## config.mk

```make
export PLATFORM = sky130hd
export DESIGN_NAME = uart_rx
export DESIGN_NICKNAME = d
export VERILOG_FILES = /design/src/rtl/uart_pkg.sv /design/src/rtl/sync_2ff.sv /design/src/rtl/uart_rx.sv
export SDC_FILE = /design/constraint.sdc
export NUM_CORES = 1
export LEC_CHECK = 0
export ABC_AREA = 1
export BUFFER_PORTS_ARGS = -buffer_cell sky130_fd_sc_hd__clkbuf_2
export CELL_PAD_IN_SITES_DETAIL_PLACEMENT = 0
export CELL_PAD_IN_SITES_GLOBAL_PLACEMENT = 1
export CORE_ASPECT_RATIO = 0.9
export CORE_MARGIN = 3
export CORE_UTILIZATION = 38
export CTS_CLUSTER_DIAMETER = 200
export CTS_CLUSTER_SIZE = 12
export DETAILED_ROUTE_END_ITERATION = 6
export GPL_TIMING_DRIVEN = 0
export HOLD_SLACK_MARGIN = 0.15
export PLACE_DENSITY = 0.79
export SYNTH_ARGS = -nofsm -noshare
export SYNTH_HDL_FRONTEND = slang
export SYNTH_SLANG_ARGS = --single-unit
```

## constraint.sdc

```tcl
create_clock -name CLK -period 1.5 [get_ports CLK]
set_input_delay 0.15 -clock CLK [delete_from_list [all_inputs] [get_ports CLK]]
set_output_delay 0.15 -clock CLK [all_outputs]
set_load 0.01 [all_outputs]
```

## src/rtl/uart_pkg.sv

```systemverilog
// Shared UART definitions: receiver state encoding, default line
// parameters and the baud divider helper used by both directions.
package uart_pkg;

    localparam int DEFAULT_CLK_FREQ  = 25_000_000;
    localparam int DEFAULT_BAUD_RATE = 115_200;

    typedef enum logic [2:0] {
        ST_IDLE,
        ST_START,
        ST_DATA,
        ST_STOP,
        ST_BREAK
    } uart_state_t;

    function automatic int uart_div(input int clk, input int baud);
        return clk / baud;
    endfunction

endpackage

```

## src/rtl/sync_2ff.sv

```systemverilog
// Two-flop synchroniser for asynchronous pads; resets to RESET_VAL so
// idle-high lines do not produce a spurious edge after reset.
module sync_2ff #(
    parameter int               WIDTH     = 1,
    parameter logic [WIDTH-1:0] RESET_VAL = '1
) (
    input  logic             clk,
    input  logic             rst,
    input  logic [WIDTH-1:0] d,
    output logic [WIDTH-1:0] q
);

    logic [WIDTH-1:0] meta;

    always_ff @(posedge clk) begin
        if (rst) begin
            meta <= RESET_VAL;
            q    <= RESET_VAL;
        end else begin
            meta <= d;
            q    <= meta;
        end
    end

endmodule

```

## src/rtl/uart_rx.sv

```systemverilog
// UART receiver: oversampled start/data/stop framing into a single-word
// holding register with overrun and framing-error reporting.
module uart_rx
    import uart_pkg::*;
#(
    parameter int CLK_FREQ  = DEFAULT_CLK_FREQ,
    parameter int BAUD_RATE = DEFAULT_BAUD_RATE,
    parameter int BITS      = 8
) (
    input  logic            CLK,
    input  logic            RST,
    input  logic            rx,
    input  logic            rx_ack,
    output logic [BITS-1:0] rx_data,
    output logic            rx_valid,
    output logic            rx_overrun,
    output logic            frame_err
);

    localparam int DIV  = uart_div(CLK_FREQ, BAUD_RATE);
    localparam int HALF = DIV / 2;
    localparam int CW   = (DIV > 1) ? $clog2(DIV) : 1;
    localparam int IW   = (BITS > 1) ? $clog2(BITS) : 1;

    localparam logic [CW-1:0] DIV_M1  = CW'(DIV - 1);
    localparam logic [CW-1:0] HALF_M1 = CW'(HALF - 1);
    localparam logic [IW-1:0] LAST    = IW'(BITS - 1);

    uart_state_t     state;
    logic            rx_s;
    logic            rx_d;
    logic            fall;
    logic [CW-1:0]   cnt;
    logic [IW-1:0]   idx;
    logic [BITS-1:0] shift;
    logic [BITS-1:0] shift_nx;
    logic            half_hit;
    logic            full_hit;
    logic            accept;

    sync_2ff #(
        .WIDTH    (1),
        .RESET_VAL(1'b1)
    ) u_sync (
        .clk(CLK),
        .rst(RST),
        .d  (rx),
        .q  (rx_s)
    );

    // Line is LSB-first: each new bit enters at the MSB and walks down.
    always_comb begin
        shift_nx = BITS'({rx_s, shift} >> 1);
    end

    assign fall     = rx_d & ~rx_s;
    assign half_hit = (cnt == HALF_M1);
    assign full_hit = (cnt == DIV_M1);
    assign accept   = (state == ST_STOP) && full_hit && rx_s;

    always_ff @(posedge CLK) begin
        if (RST) begin
            state      <= ST_IDLE;
            rx_d       <= 1'b1;
            cnt        <= '0;
            idx        <= '0;
            shift      <= '0;
            rx_data    <= '0;
            rx_valid   <= 1'b0;
            rx_overrun <= 1'b0;
            frame_err  <= 1'b0;
        end else begin
            rx_d      <= rx_s;
            frame_err <= 1'b0;

            unique case (state)
                ST_IDLE: begin
                    cnt <= '0;
                    if (fall) begin
                        state <= ST_START;
                    end
                end
                ST_START: begin
                    if (half_hit) begin
                        cnt <= '0;
                        if (!rx_s) begin
                            state <= ST_DATA;
                            idx   <= '0;
                        end else begin
                            state <= ST_IDLE;
                        end
                    end else begin
                        cnt <= cnt + 1'b1;
                    end
                end
                ST_DATA: begin
                    if (full_hit) begin
                        cnt   <= '0;
                        shift <= shift_nx;
                        if (idx == LAST) begin
                            state <= ST_STOP;
                        end else begin
                            idx <= idx + 1'b1;
                        end
                    end else begin
                        cnt <= cnt + 1'b1;
                    end
                end
                ST_STOP: begin
                    if (full_hit) begin
                        cnt <= '0;
                        if (rx_s) begin
                            state <= ST_IDLE;
                        end else begin
                            frame_err <= 1'b1;
                            state     <= ST_BREAK;
                        end
                    end else begin
                        cnt <= cnt + 1'b1;
                    end
                end
                ST_BREAK: begin
                    cnt <= '0;
                    if (rx_s) begin
                        state <= ST_IDLE;
                    end
                end
                default: begin
                    cnt   <= '0;
                    state <= ST_IDLE;
                end
            endcase

            // A completing frame takes priority over a same-cycle ack.
            if (accept) begin
                if (!rx_valid || rx_ack) begin
                    rx_data  <= shift;
                    rx_valid <= 1'b1;
                end else begin
                    rx_overrun <= 1'b1;
                end
            end else if (rx_ack && rx_valid) begin
                rx_valid   <= 1'b0;
                rx_overrun <= 1'b0;
            end
        end
    end

endmodule
```

# [Word-level counts from Yosys, hierarchy flattened]
# Index checks and enable logic that the tools add are counted.
# Widths: inputs -> output; s select.
[totals] wordCells=73 regBits=36 input_bits=4
[op_classes] addsub=2 n_reduce_logical=16 eq_ne=17 bitwise_logic=4 n_mux=23
[op_table] operator="$mux 3" n=11
[op_table] operator="$mux 8" n=2
[op_table] operator="$ne 2x2->1 const B" n=8
[op_table] operator="$pmux 8 s2" n=1
[op_table] operator="$pmux 3 s5" n=1
[op_table] operator="$add 8x1->8 const B" n=1
[op_table] operator="$eq 8x7->1 const B" n=1
[op_table] operator="$eq 8x8->1 const B" n=1
[op_table] operator="$reduce_and 2->1" n=4
[op_table] operator="$eq 3x2->1 const B" n=2
[op_table] operator="$eq 3x3->1 const B" n=2
[op_table] operator="$mux 1" n=6
[op_table] operator="$pmux 3 s2" n=1
[op_table] operator="$reduce_and 6->1" n=1
[op_table] operator="$reduce_and 5->1" n=1
[op_table] operator="$ne 2x1->1 const B" n=2
[op_table] operator="$reduce_bool 2->1" n=2
[op_table] operator="$add 3x1->3 const B" n=1
[op_table] operator="$eq 3x1->1 const B" n=1
[op_table] operator="$logic_and 1x1->1" n=3
[op_table] operator="$logic_not 3->1" n=1
[op_table] operator="$not 1->1" n=3
[op_table] operator="$reduce_or 3->1" n=1
[op_table] operator="$mux 2" n=1
[op_table] operator="other kinds (4)" n=4

# [Depth between registers and ports, before layout]
[logic_depth] word_depth=5 ltp_mapped=10 mapped_depth_nobuf=10

# [Cells and area by module]
# A second synthesis with hierarchy kept.
[unflattened] hier_cells=222 hier_area_um2=1579.0
[by_module_without_submodules] module="uart_rx" cells_per_inst=215 instances=1 area_each_um2=1520.2
[by_module_without_submodules] module="sync_2ff" cells_per_inst=7 instances=1 area_each_um2=58.8

# [Worst setup path after synthesis]
# OpenSTA, ideal clock, no wires.
[synth_timing] path_kind="register to register" from="reg cnt[0]" to="reg rx_data[2]" slack_ps=77 stages_incl_launch_ff=11 arrival_time_ps=1310 n_path_buf=1 cell_sequence="dfxtp_1 > inv_1 > ha_1 > nand2_1 > nor2_2 > nand4_4 > nor2_4 > buf_6 > nand2_1 > nand2_1 > nor2_1"
[synth_via] elab_chain_cells=4
[synth_rtl] item="from (decl)" line="uart_rx.sv:33" rtl="logic [CW-1:0] cnt;"
[synth_rtl] item="from (signal assigned)" line="uart_rx.sv:93" rtl="cnt <= cnt + 1'b1;"
[synth_rtl] item="from (signal assigned)" line="uart_rx.sv:106" rtl="cnt <= cnt + 1'b1;"
[synth_rtl] item="from (signal assigned)" line="uart_rx.sv:119" rtl="cnt <= cnt + 1'b1;"
[synth_rtl] item="$eq 8x8->1" line="uart_rx.sv:58" rtl="assign full_hit = (cnt == DIV_M1);"
[synth_rtl] item="$logic_and 1x1->1 (2 in series)" line="uart_rx.sv:59" rtl="assign accept = (state == ST_STOP) && full_hit && rx_s;"
[synth_rtl] item="$reduce_and 2->1 (no source line)"
[synth_rtl] item="to (signal assigned)" line="uart_rx.sv:137" rtl="rx_data <= shift;"
[synth_rtl] item="to (decl)" line="uart_rx.sv:14" rtl="output logic [BITS-1:0] rx_data,"
# No other way between the ends.
# A chain may end at the register's enable or synchronous reset.

# [Worst setup path in the final report]
[layout_timing] from="in RST" to="reg u_sync.meta"
[layout_rtl] item="from (decl)" line="uart_rx.sv:11" rtl="input logic RST,"
[layout_rtl] item="to (signal assigned)" line="sync_2ff.sv:17" rtl="meta <= RESET_VAL;"
[layout_rtl] item="to (signal assigned)" line="sync_2ff.sv:20" rtl="meta <= d;"
[layout_rtl] item="to (decl)" line="sync_2ff.sv:13" rtl="logic [WIDTH-1:0] meta;"
# No word-level cell between the ends.

==> out/results.ini <==
[die]
die_h_um=69.0
io_pins=15
start_util_pct=40.3
fp-row-count=22
core_area_sq_um=4160
dieArea_sq_um=5240
die_x_um=76.0

[worst_setup_path]
rr_worst_depth=10
criticalPathCategory=input pin to flop
critPathLaunchType=input pin
endpoint_kind=flop
max_stage_delay_ns=0.60
cp_common_cell=dlygate4sd3_1
cp.arrival_ns=1.60
worstPathMaxFanout=4
required_ns=1.68
worst_path_max_delay_cell=dlygate4sd3_1
crit_path_cell_trace=dlygate4sd3_1, or2_2, dlygate4sd3_1

[global_route]
gr-usage-all-layers_pct=14.0
antenna_found_initial=0
grt_overflow=0
grt_max_degree=12
grt_pass1_wl_um=5680
grt_pass1_vias=1287

[clock_network]
cts_tree=built
clock_path_buffers=2
numClockSinks=36
cts_buffers=5
htree_levels=2
root_buffer=clkbuf_8
clkTransAtPathRegs_ns=0.07
clock_latency_ns=0.29

[placed_design]
dp.cells=308
dp_hpwl_um=2310
placed_cell_area_sq_um=1820
place.gp.congestion=0.780
port_buffers=14

[layout]
nNetsFinal=269
stdcell_area_sq_um=2060
area_delta_synth_final_pct=22.8
nFillCells=436
drive_gt1_share_pct=24.8
n_antenna_cell=0
final_util_pct=49.5
stdcell_count=322

[outcome]
status=finished clean

[timing]
fin_crit_ns=1.42
timing.final.crit_share_pct=94.8
skew_ns=0.00228
rsz0062_at_grt=true
drv_slew=0
setup_viol_count_final=0
fmax_mhz=703
maxSlewHeadroom_pct=76.8
worst_pin_slew_ns=0.347
timing_hold_violations_final=0

[pwr]
ir_worst_vdd_v=0.000564
power_density_nw_per_um2=1280
power.leakage_nw=0.892

[min_path]
hold_depth=3
min_path_type=input pin to flop

[yosys]
syn_inst=234
synth-seq-area-share_pct=43.0
synth-seq-cells=36
yosysWarnings=0
yosys.cell_types.count=29
syn_area_sq_um=1680
syn_nets=242
avgSynthCellArea_sq_um=7.16

[routing]
vias=1397
routedWlPerCell_um=10.0
first_pass_iters=4
drcViolationCount=0
drt_wl_total_um=3220
drt_iter0_markers=22
drtAntennaViolNets=0
routed_via_density=4.34

[job]
drv_cap=0

-- what timing repair did --
item / CTS / global route
endpoints found under the hold margin: 2 / 0
hold buffers: 3 / 0
resized for setup: 8 / 17
pin swaps: 5 / 2
endpoints found under the setup margin: 12 / 27
setup buffers: 2 / 2
gates cloned: 1 / 0
-- per-layer routing --
layer	wire, um	part of all wire (%)	global-route usage [%]	vias to the layer above
li1	-	-	-	767
met1	1760	55	17.4	608
met2	1310	41	22.7	17
met3	110	3.4	5.71	5
met4	43	1.3	4.07	0
met5	0	0	0	-
-- stage by stage --
step	worst slack, ns	hold slack (ns)	power [mW]	TNS [ns]
final	0.0783	0.251	2.63	0
after CTS	-0.00797	0.248	2.60	-0.0155
after global placement	-0.112	0.340	1.74	-0.475
after global routing	-0.0103	0.253	2.83	-0.0168
after floorplan	0.0773	0.254	1.62	0
after detailed placement	-0.104	0.343	1.74	-0.423
-- worst max-delay path, delay by kind of cell --
family | cells | cell delay (ns)
AND/OR/NAND/NOR | 1 | 0.30
buffers and inverters | 2 | 1.15
-- flip-flops by register name (all words and copies together), names as in the netlist --
register,cells
rx_d,1
u_sync.meta,1
rx_valid,1
shift,8
rx_overrun,1
u_sync.q,1
idx,3
cnt,8
rx_data,8
state,3
frame_err,1
-- synth_stat cells --
cell / n / area share [%]
nor2_4: 2 / 1.3
nor2_1: 52 / 12
nand4_1: 2 / 0.75
nor3_2: 2 / 1.2
inv_2: 4 / 0.90
o21ai_0: 9 / 2.7
nor2_2: 2 / 0.75
nand3b_2: 1 / 0.67
xor2_1: 2 / 1.0
nand3_1: 7 / 2.1
nand2_1: 47 / 11
buf_6: 1 / 0.67
o21ai_1: 1 / 0.30
nand3_2: 2 / 1.2
inv_1: 33 / 7.4
xnor2_1: 2 / 1.0
ha_1: 4 / 3.0
or2_2: 2 / 0.75
nand4_4: 1 / 1.3
buf_1: 1 / 0.22
nand3b_1: 1 / 0.45
nor3_1: 3 / 0.90
nand3_4: 1 / 1.0
a21oi_1: 8 / 2.4
dfxtp_1: 36 / 43
nand2_2: 4 / 1.5
clkbuf_1: 1 / 0.22
buf_2: 2 / 0.60
o21a_1: 1 / 0.45
-- report_power, final --
group          total [mW]  internal [mW]  leakage, nW  switching, mW
clock               0.829          0.493       0.0552          0.336
sequential           1.13           1.03        0.293         0.0965
combinational       0.668          0.253        0.543          0.414
total                2.63           1.78        0.892          0.847
-- layout by cell type, fill, tap and decap left out, drive strengths merged --
master	count
nor2	56
nand2	51
inv	37
dfxtp	36
clkbuf	21
o21ai	10
nand3	10
a21oi	8
buf	7
nor3	5
ha	4
dlygate4sd3	3
nand4	3
xor2	2
xnor2	2
or2	2
nand3b	2
o21a	1
bufinv	1
clkinv	1
-- final timing paths --
path                                        startpoint                       to  slack, ns
worst max-delay path                               RST   u_sync.meta$_SDFF_PP1_       0.08
worst min-delay path                            rx_ack    rx_valid$_SDFFE_PP0P_       0.25
worst max register to register       cnt[0]$_SDFF_PP0_  rx_data[2]$_SDFFE_PP0P_       0.10
worst min register to register  u_sync.meta$_SDFF_PP1_      u_sync.q$_SDFF_PP1_       0.43
-- cell families (layout without fill, tap and decap cells) --
family	count (synthesis)	count (layout)	share of synthesized area, %
simple gates	129	129	36.1
buf+inv	42	70	10.0
flops	36	36	43.0
xor+xnor	4	4	2.09
compound gates	19	19	5.83
fa+ha+maj	4	4	2.99
-- layout make-up --
cell class / count / area, sq um / share of cell area [%]
clock buffers: 6 / 72.6 / 3.53
flip-flops and latches: 36 / 727 / 35.3
repair buffers: 21 / 136 / 6.63
well taps: 60 / 75.1 / 3.65
plain buffers: 4 / 26.3 / 1.28
multi-input cells: 156 / 846 / 41.1
inverters: 37 / 139 / 6.75
clock inverters: 2 / 35.0 / 1.70
Note: power is estimated with default switching activity, not from simulation.
